## config.mk

```make
export PLATFORM = sky130hd
export DESIGN_NAME = breakpoint_unit_multi
export DESIGN_NICKNAME = d
export VERILOG_FILES = /design/src/rtl/breakpoint_unit_multi.sv
export SDC_FILE = /design/constraint.sdc
export NUM_CORES = 1
export LEC_CHECK = 0
export CAP_MARGIN = 20
export CORE_MARGIN = 2
export CORE_UTILIZATION = 35
export DETAILED_ROUTE_END_ITERATION = 8
export HOLD_SLACK_MARGIN = 0.1
export SYNTH_ARGS = -nofsm -noshare
export SYNTH_HDL_FRONTEND = slang
export SYNTH_SLANG_ARGS = --single-unit
```

## constraint.sdc

```tcl
create_clock -name clock -period 5.1 [get_ports clock]
set_input_delay 0.51 -clock clock [delete_from_list [all_inputs] [get_ports clock]]
set_output_delay 0.51 -clock clock [all_outputs]
set_load 0.005 [all_outputs]
```

## src/rtl/breakpoint_unit_multi.sv

```systemverilog
// Multi-trigger hardware breakpoint unit: CSR-loaded triggers with exact/NAPOT/range
// matching, chaining, hit countdown, sticky hit flags and registered exception/debug pulses.
module breakpoint_unit_multi #(
  parameter int XLEN    = 32,
  parameter int NBP     = 4,
  parameter int MASKMAX = 4,
  parameter int CNT_W   = 8,
  localparam int IDX_W  = (NBP > 1) ? $clog2(NBP) : 1
) (
  input  logic             clock,
  input  logic             reset,
  input  logic             cfg_wen,
  input  logic [IDX_W-1:0] cfg_idx,
  input  logic [1:0]       cfg_sel,
  input  logic [XLEN-1:0]  cfg_wdata,
  output logic [XLEN-1:0]  cfg_rdata,
  input  logic             status_debug,
  input  logic [1:0]       status_prv,
  input  logic             pc_valid,
  input  logic [XLEN-1:0]  pc,
  input  logic             ea_valid,
  input  logic             ea_is_store,
  input  logic [XLEN-1:0]  ea,
  output logic             xcpt_if,
  output logic             xcpt_ld,
  output logic             xcpt_st,
  output logic             debug_if,
  output logic             debug_ld,
  output logic             debug_st,
  output logic [NBP-1:0]   hit_vec
);

  localparam int CTRL_W   = 12;
  localparam int B_R      = 0;
  localparam int B_W      = 1;
  localparam int B_X      = 2;
  localparam int B_U      = 3;
  localparam int B_M      = 6;
  localparam int B_TM     = 7;
  localparam int B_CHAIN  = 9;
  localparam int B_ACTION = 10;
  localparam int B_CNTEN  = 11;

  localparam logic [1:0] SEL_CTRL = 2'd0;
  localparam logic [1:0] SEL_ADDR = 2'd1;
  localparam logic [1:0] SEL_CNT  = 2'd2;

  localparam logic [1:0] TM_EXACT = 2'd0;
  localparam logic [1:0] TM_NAPOT = 2'd1;
  localparam logic [1:0] TM_GE    = 2'd2;

  logic [CTRL_W-1:0] ctrl_q [NBP];
  logic [XLEN-1:0]   addr_q [NBP];
  logic [CNT_W-1:0]  cnt_q  [NBP];

  logic             idx_ok;
  logic [NBP-1:0]   wr_hit;
  logic [NBP-1:0]   ctrl_wr;
  logic [NBP-1:0]   raw_if, raw_ld, raw_st;
  logic [NBP-1:0]   chain_eff, counting, action_vec;
  logic [NBP-1:0]   grp_if, grp_ld, grp_st, grp_any;
  logic [NBP-1:0]   fire_if, fire_ld, fire_st, fire_any;
  logic             dbg_if_d, dbg_ld_d, dbg_st_d;
  logic             xcpt_if_d, xcpt_ld_d, xcpt_st_d;

  // NAPOT mask grows through each trailing one of the trigger address, capped at MASKMAX bits.
  function automatic logic addr_match(input logic [1:0] tm, input logic [XLEN-1:0] a,
                                      input logic [XLEN-1:0] t);
    logic [XLEN-1:0] mask;
    logic            run;
    mask    = '0;
    mask[0] = 1'b1;
    run     = 1'b1;
    for (int k = 1; k < MASKMAX; k++) begin
      run     = run & t[k-1];
      mask[k] = run;
    end
    case (tm)
      TM_EXACT: addr_match = (a == t);
      TM_NAPOT: addr_match = ((~a | mask) == (~t | mask));
      TM_GE:    addr_match = (a >= t);
      default:  addr_match = (a < t);
    endcase
  endfunction

  assign idx_ok = ({1'b0, cfg_idx} < (IDX_W+1)'(NBP));

  always_comb begin
    wr_hit  = '0;
    ctrl_wr = '0;
    for (int i = 0; i < NBP; i++) begin
      wr_hit[i]  = cfg_wen && idx_ok && (cfg_idx == IDX_W'(i));
      ctrl_wr[i] = wr_hit[i] && (cfg_sel == SEL_CTRL);
    end
  end

  always_comb begin
    cfg_rdata = '0;
    if (idx_ok) begin
      case (cfg_sel)
        SEL_CTRL: cfg_rdata[CTRL_W-1:0] = ctrl_q[cfg_idx];
        SEL_ADDR: cfg_rdata             = addr_q[cfg_idx];
        SEL_CNT:  cfg_rdata[CNT_W-1:0]  = cnt_q[cfg_idx];
        default:  cfg_rdata             = '0;
      endcase
    end
  end

  always_comb begin
    logic [3:0] prv_bits;
    logic       base_ok;
    logic       ea_hit;
    raw_if     = '0;
    raw_ld     = '0;
    raw_st     = '0;
    chain_eff  = '0;
    counting   = '0;
    action_vec = '0;
    prv_bits   = '0;
    base_ok    = 1'b0;
    ea_hit     = 1'b0;
    for (int i = 0; i < NBP; i++) begin
      prv_bits  = ctrl_q[i][B_M:B_U];
      base_ok   = !status_debug && prv_bits[status_prv];
      ea_hit    = addr_match(ctrl_q[i][B_TM+1:B_TM], ea, addr_q[i]);
      raw_if[i] = base_ok && ctrl_q[i][B_X] && pc_valid &&
                  addr_match(ctrl_q[i][B_TM+1:B_TM], pc, addr_q[i]);
      raw_ld[i] = base_ok && ctrl_q[i][B_R] && ea_valid && !ea_is_store && ea_hit;
      raw_st[i] = base_ok && ctrl_q[i][B_W] && ea_valid && ea_is_store && ea_hit;
      chain_eff[i]  = (i == NBP-1) ? 1'b0 : ctrl_q[i][B_CHAIN];
      counting[i]   = ctrl_q[i][B_CNTEN] && (cnt_q[i] != '0);
      action_vec[i] = ctrl_q[i][B_ACTION];
    end
  end

  // Running AND across a chained run; only the terminal of each run reports the result.
  always_comb begin
    logic acc_if, acc_ld, acc_st, linked;
    grp_if = '0;
    grp_ld = '0;
    grp_st = '0;
    acc_if = 1'b0;
    acc_ld = 1'b0;
    acc_st = 1'b0;
    linked = 1'b0;
    for (int i = 0; i < NBP; i++) begin
      acc_if    = (linked ? acc_if : 1'b1) & raw_if[i];
      acc_ld    = (linked ? acc_ld : 1'b1) & raw_ld[i];
      acc_st    = (linked ? acc_st : 1'b1) & raw_st[i];
      grp_if[i] = acc_if & ~chain_eff[i];
      grp_ld[i] = acc_ld & ~chain_eff[i];
      grp_st[i] = acc_st & ~chain_eff[i];
      linked    = chain_eff[i];
    end
  end

  assign grp_any  = grp_if | grp_ld | grp_st;
  assign fire_if  = grp_if & ~counting;
  assign fire_ld  = grp_ld & ~counting;
  assign fire_st  = grp_st & ~counting;
  assign fire_any = fire_if | fire_ld | fire_st;

  assign dbg_if_d  = |(fire_if & action_vec);
  assign dbg_ld_d  = |(fire_ld & action_vec);
  assign dbg_st_d  = |(fire_st & action_vec);
  assign xcpt_if_d = |(fire_if & ~action_vec) & ~dbg_if_d;
  assign xcpt_ld_d = |(fire_ld & ~action_vec) & ~dbg_ld_d;
  assign xcpt_st_d = |(fire_st & ~action_vec) & ~dbg_st_d;

  always_ff @(posedge clock or negedge reset) begin
    if (!reset) begin
      xcpt_if  <= 1'b0;
      xcpt_ld  <= 1'b0;
      xcpt_st  <= 1'b0;
      debug_if <= 1'b0;
      debug_ld <= 1'b0;
      debug_st <= 1'b0;
      hit_vec  <= '0;
    end else begin
      xcpt_if  <= xcpt_if_d;
      xcpt_ld  <= xcpt_ld_d;
      xcpt_st  <= xcpt_st_d;
      debug_if <= dbg_if_d;
      debug_ld <= dbg_ld_d;
      debug_st <= dbg_st_d;
      hit_vec  <= (hit_vec | fire_any) & ~ctrl_wr;
    end
  end

  // A CSR write to count overrides the countdown decrement in the same cycle.
  always_ff @(posedge clock or negedge reset) begin
    if (!reset) begin
      for (int i = 0; i < NBP; i++) begin
        ctrl_q[i] <= '0;
        addr_q[i] <= '0;
        cnt_q[i]  <= '0;
      end
    end else begin
      for (int i = 0; i < NBP; i++) begin
        if (ctrl_wr[i])
          ctrl_q[i] <= cfg_wdata[CTRL_W-1:0];
        if (wr_hit[i] && cfg_sel == SEL_ADDR)
          addr_q[i] <= cfg_wdata;
        if (wr_hit[i] && cfg_sel == SEL_CNT)
          cnt_q[i] <= cfg_wdata[CNT_W-1:0];
        else if (grp_any[i] && counting[i])
          cnt_q[i] <= cnt_q[i] - CNT_W'(1);
      end
    end
  end

endmodule

```

Word-level counts from Yosys, hierarchy flattened
Index checks and enable logic that the tools add are counted. W data, S select, Z words.

Add/subtract/negate cells: 4. $lt $le $gt $ge: 18. Equality and inequality tests: 29. Multiplexer cells: 45. Bitwise operators: 72. Reduce and logical (&&, ||, !) cells: 94.

Operator list (count): $eq A32 B32 Y1 (16); $or A32 B4 Y32 (12); $ge A32 B32 Y1 (8); $lt A32 B32 Y1 (8); $not A32 Y32 (6); $mux W8 (10); $logic_and A1 B1 Y1 (72); $bmux W32 S2 (1); $mux W32 (2); $and A4 B4 Y4 (10); $reduce_bool A8 Y1 (4); $sub A8 B1 Y8 const B (4); $and A1 B1 Y1 (29); $bmux W12 S2 (1); $mux W12 (2); $pmux W1 S3 (8); $pmux W8 S3 (1); $reduce_or A4 Y1 (6); $mux W20 (1); $or A4 B4 Y4 (5); $bmux W8 S2 (1); $eq A2 B2 Y1 const B (7); $mux W1 (13); $eq A2 B1 Y1 const B (6); other kinds (10) (29).

Register bits after elaboration: 218.

Depth between registers and ports, before layout
Depth in word-level cells: 18. Mapped depth: 16.

Least setup slack after synthesis
OpenSTA, ideal clock, no wires.

Kind: register -> register. From: register addr_q[65] (netlist bit). To: register cnt_q[5] (netlist bit). Setup time: 0.082 ns. Arrival: 3.525 ns. Setup slack: 1.493 ns. Cell stages (with the launch flop): 16. Path buffers: 1. Clock period less this slack: 3.607 ns. Cells stage by stage: dfrtp_1 > clkbuf_1 > inv_1 > ha_1 > nor2b_1 > o211ai_1 > a2111oi_0 > o31ai_1 > a21oi_1 > o21a_1 > a21boi_2 > o2111ai_2 > a211o_1 > a311o_1 > or4_1 > a31oi_1.

Word-level cells in the longest chain between the ends: 15.

RTL lines: start: declaration (line 53) `logic [XLEN-1:0] addr_q [NBP];`; start signal: indexed assignment (line 203) `addr_q[i] <= cfg_wdata;`; parallel branches: the longest is 12 deep, another holds $lt A32 B32 Y1; $or A4 B4 Y4 * (line 157) `assign grp_any = grp_if | grp_ld | grp_st;`; $logic_and A1 B1 Y1 * (line 206) `else if (grp_any[i] && counting[i])`; $reduce_bool A2 Y1 (no source line) *; end signal: indexed assignment (line 205) `cnt_q[i] <= cfg_wdata[CNT_W-1:0];`; end signal: indexed assignment (line 207) `cnt_q[i] <= cnt_q[i] - CNT_W'(1);`; end: declaration (line 54) `logic [CNT_W-1:0] cnt_q [NBP];`.

Mark *: on every way between the ends. A chain may end at the register's enable or synchronous reset.

Final worst setup path
From: input ea[1]. To: register xcpt_st.

Word-level cells in the longest chain between the ends: 16.

RTL lines: start: declaration (line 23) `input logic [XLEN-1:0] ea,`; parallel branches: the longest is 11 deep, another holds $lt A32 B32 Y1; $and A4 B4 Y4 * (line 160) `assign fire_st = grp_st & ~counting;`; $and A4 B4 Y4 * (line 165) `assign dbg_st_d = |(fire_st & action_vec);`; $reduce_or A4 Y1 * (line 165); net dbg_st_d (line 63) `logic dbg_if_d, dbg_ld_d, dbg_st_d;`; $not A1 Y1 * (line 168) `assign xcpt_st_d = |(fire_st & ~action_vec) & ~dbg_st_d;`; $and A1 B1 Y1 * (line 168); net xcpt_st_d (line 64) `logic xcpt_if_d, xcpt_ld_d, xcpt_st_d;`; end signal: assignment (line 182) `xcpt_st <= xcpt_st_d;`; end: declaration (line 26) `output logic xcpt_st,`.

Mark *: on every way through the listed nets, which the timed path passes.

==> flow_metrics.tcl <==
set metrics [dict create \
    outcome "finished, final reports clean" \
    synth_nets 2218 \
    yosys_most_used_dff "dfrtp_1" \
    crit_family "compound AO/OA/AOI/OAI gates" \
    placed_cells 2637 \
    seq_area_frac_synth_pct 31.1 \
    regArea_um2 5460 \
    tritoncts "yes" \
    cts_htree_levels 1 \
    final_cell_area_um2 21000 \
    vias_per_cell 5.65 \
    tightest_slew_ps 1060 \
    worstRegToRegCells 13 \
    dr.pass1.iters 5 \
    slowest_stage "clkdlybuf4s50_1" \
    rows 82 \
    critPathKind "in2reg" \
    grt-ovfl-total 0 \
    avgSynthCellArea_um2 9.51 \
    initial_utilization_pct 35.2 \
    grt_pass1_vias 15100 \
    rsz0062_at_grt "no" \
    globalRouteMet2Util_pct 37.3 \
    cts_buffers 29 \
    fmax_mhz 226 \
    antenna_found_initial 3 \
    busiest_layer "met2" \
    path_clk_slew_ps 60 \
    dr_total_vias 15200 \
    fin_crit_ps 4420 \
    grt.met3_usage_pct 4.95 \
    clockBufferDepth 3 \
    drc 0 \
    hp-class "reg2reg" \
    multiInputGateArea_um2 11300 \
    cpPeakStageDelay_ps 710 \
    synthesis.area_um2 17600 \
    setup_violations 0 \
    fillCellCount 4881 \
    grt_pass1_wl_um 94000 \
    final_cells 2694 \
    fp.dieH_um 228 \
    worst-path-stages 13 \
    die_x_um 228 \
    ant_nets 0 \
    async_reset_ff_share_pct 100 \
    cts_resized 0 \
    drive_gt1_share_pct 12.4 \
    dp_hpwl_um 48300 \
    first_iter_violations 1143 \
    hold_buffers 1 \
    wire_per_inst_um 23.2 \
    relSlewSlack_pct 29.1 \
    power.leakage_uw 0.00924 \
    critPathMaxFanout 4 \
    ys_types 77 \
    fin_nets 2371 \
    worstPathCellList "clkdlybuf4s50_1 -> ha_1 -> nor2b_1 -> o211ai_1 -> a2111oi_0 -> o311ai_0 -> nor3b_2 -> o21ai_0 -> a21oi_1 -> o211ai_1 -> a211oi_1 -> a221o_1 -> a21oi_1" \
    setup_tns_ps 0 \
    grt_max_degree 124 \
    io_buffers 150 \
    worst_setup_path_end_kind "flip-flop" \
    whs_ps 525 \
    yosys_warnings 0 \
    fin_skew_ps 23.8 \
    critPathBufInv 1 \
    start_kind "primary input" \
    synth_edf_count 0 \
    finalCritPeriodShare_pct 86.6 \
    maxSlewViolCount 0 \
    cts_setup_buffers 0 \
    ir_drop_uv 261 \
    hold_viol 0 \
    die_area_um2 52000 \
    met1_usage_pct 32.5 \
    post_dp_cell_area_um2 20000 \
    mostFrequentLayoutCells "264 x ha_1, 218 x dfrtp_1, 205 x nand2_1, 170 x o21ai_0, 161 x inv_1" \
    track_usage_pct 23.6 \
    syn_inst 1845 \
    cp.required_ps 5550 \
    core-area_um2 49900 \
    critPathArrivalTime_ps 4860 \
    areaGrowthSynthToFinish_pct 19.6 \
    io_pins 151 \
    gp_congestion 0.958 \
    cts-root-buf "clkbuf_16" \
    insertion_delay_ps 590 \
    cap_violations 0 \
    hold_path_depth 1 \
    synth_seq_cells 218 \
    clock-sinks 218 \
    p_per_area_nw_per_um2 361 \
    wirelength_um 62600 \
    final_common_cell "ha_1" \
]
[worst reg2reg max path, delay by kind of cell (launching register included)]
kind | cells | cell delay, ps
AOI/OAI and AO/OA | 9 | 2850
adders and majority gates | 1 | 310
buffers and inverters | 1 | 160
DFF | 1 | 490
and+or+nand+nor | 2 | 470
[registers in the layout (all words and copies together) (netlist names), 3 cells and up]
name,cells
addr_q,128
ctrl_q,41
cnt_q,32
action_vec,4
hit_vec,4
chain_eff,3
[path summary, 6_finish.rpt]
check                      startpoint          to  slack (ps)
hold / removal              ctrl_q[9]   ctrl_q[9]         530
max in group asynchronous       reset   ctrl_q[1]        3380
hold reg to reg             ctrl_q[9]   ctrl_q[9]         530
min in group asynchronous       reset  addr_q[12]         550
setup / recovery                ea[1]     xcpt_st         680
setup reg to reg           addr_q[65]     xcpt_st         690
[through the flow]
stage / power (uW) / worst slack [ps] / util (%)
after floorplan: 4290 / 1490 / -
final: 7580 / 684 / 42.1
after detailed placement: 5400 / 328 / 40.0
after global routing: 8070 / 490 / 42.1
after CTS: 7590 / 873 / 42.0
after global placement: 5310 / 287 / 40.0
[final cells by class]
cell class / instances / area share, %
Multi-Input combinational cell: 1401 / 53.7
Tap cell: 672 / 4.01
Antenna cell: 3 / 0.0358
Timing Repair Buffer: 187 / 8.59
Sequential cell: 218 / 26.0
Inverter: 161 / 2.88
Clock inverter: 14 / 0.828
Clock buffer: 38 / 3.95
[routing by layer]
metal | vias to the layer above | wire [um]
li1 | 7096 | -
met1 | 7457 | 27900
met2 | 562 | 28000
met3 | 111 | 4570
met4 | 0 | 2160
met5 | - | 0
[where the power goes]
group	leakage (uW)	switching, uW	internal [uW]	total, uW
sequential	0.00265	399	2140	2540
clock	0.000499	859	1300	2160
combinational	0.00609	1590	1300	2890
[cell families (layout without fill, tap and decap cells)]
kind of cell | after synthesis | count (layout) | share of synthesized area [%]
adder cells (fa/ha/maj) | 264 | 264 | 18.8
multiplexers | 154 | 154 | 13.4
flip-flops | 218 | 218 | 31.1
other | 0 | 3 | 0
XOR/XNOR | 46 | 46 | 2.30
AND/OR/NAND/NOR | 496 | 496 | 14.1
AO/OA/AOI/OAI | 441 | 441 | 15.4
buffers and inverters | 226 | 400 | 4.85
[cells in the mapped netlist, drive strengths merged, types with 15 or more instances]
library cell,n,area (um2)
ha,264,3300
dfrtp,218,5460
nand2,205,769
o21ai,170,851
inv,161,604
a21oi,116,581
mux2,83,935
nor2,63,239
mux4,56,1270
nand4,51,338
clkbuf,50,188
nand3,44,220
xnor2,27,236
a21o,26,195
and2,24,150
a211oi,19,148
nor4,19,149
xor2,19,166
nor2b,16,100
nor3,16,80.1
buf,15,58.8
mux2i,15,150
Power figures use the tool's default switching activity.
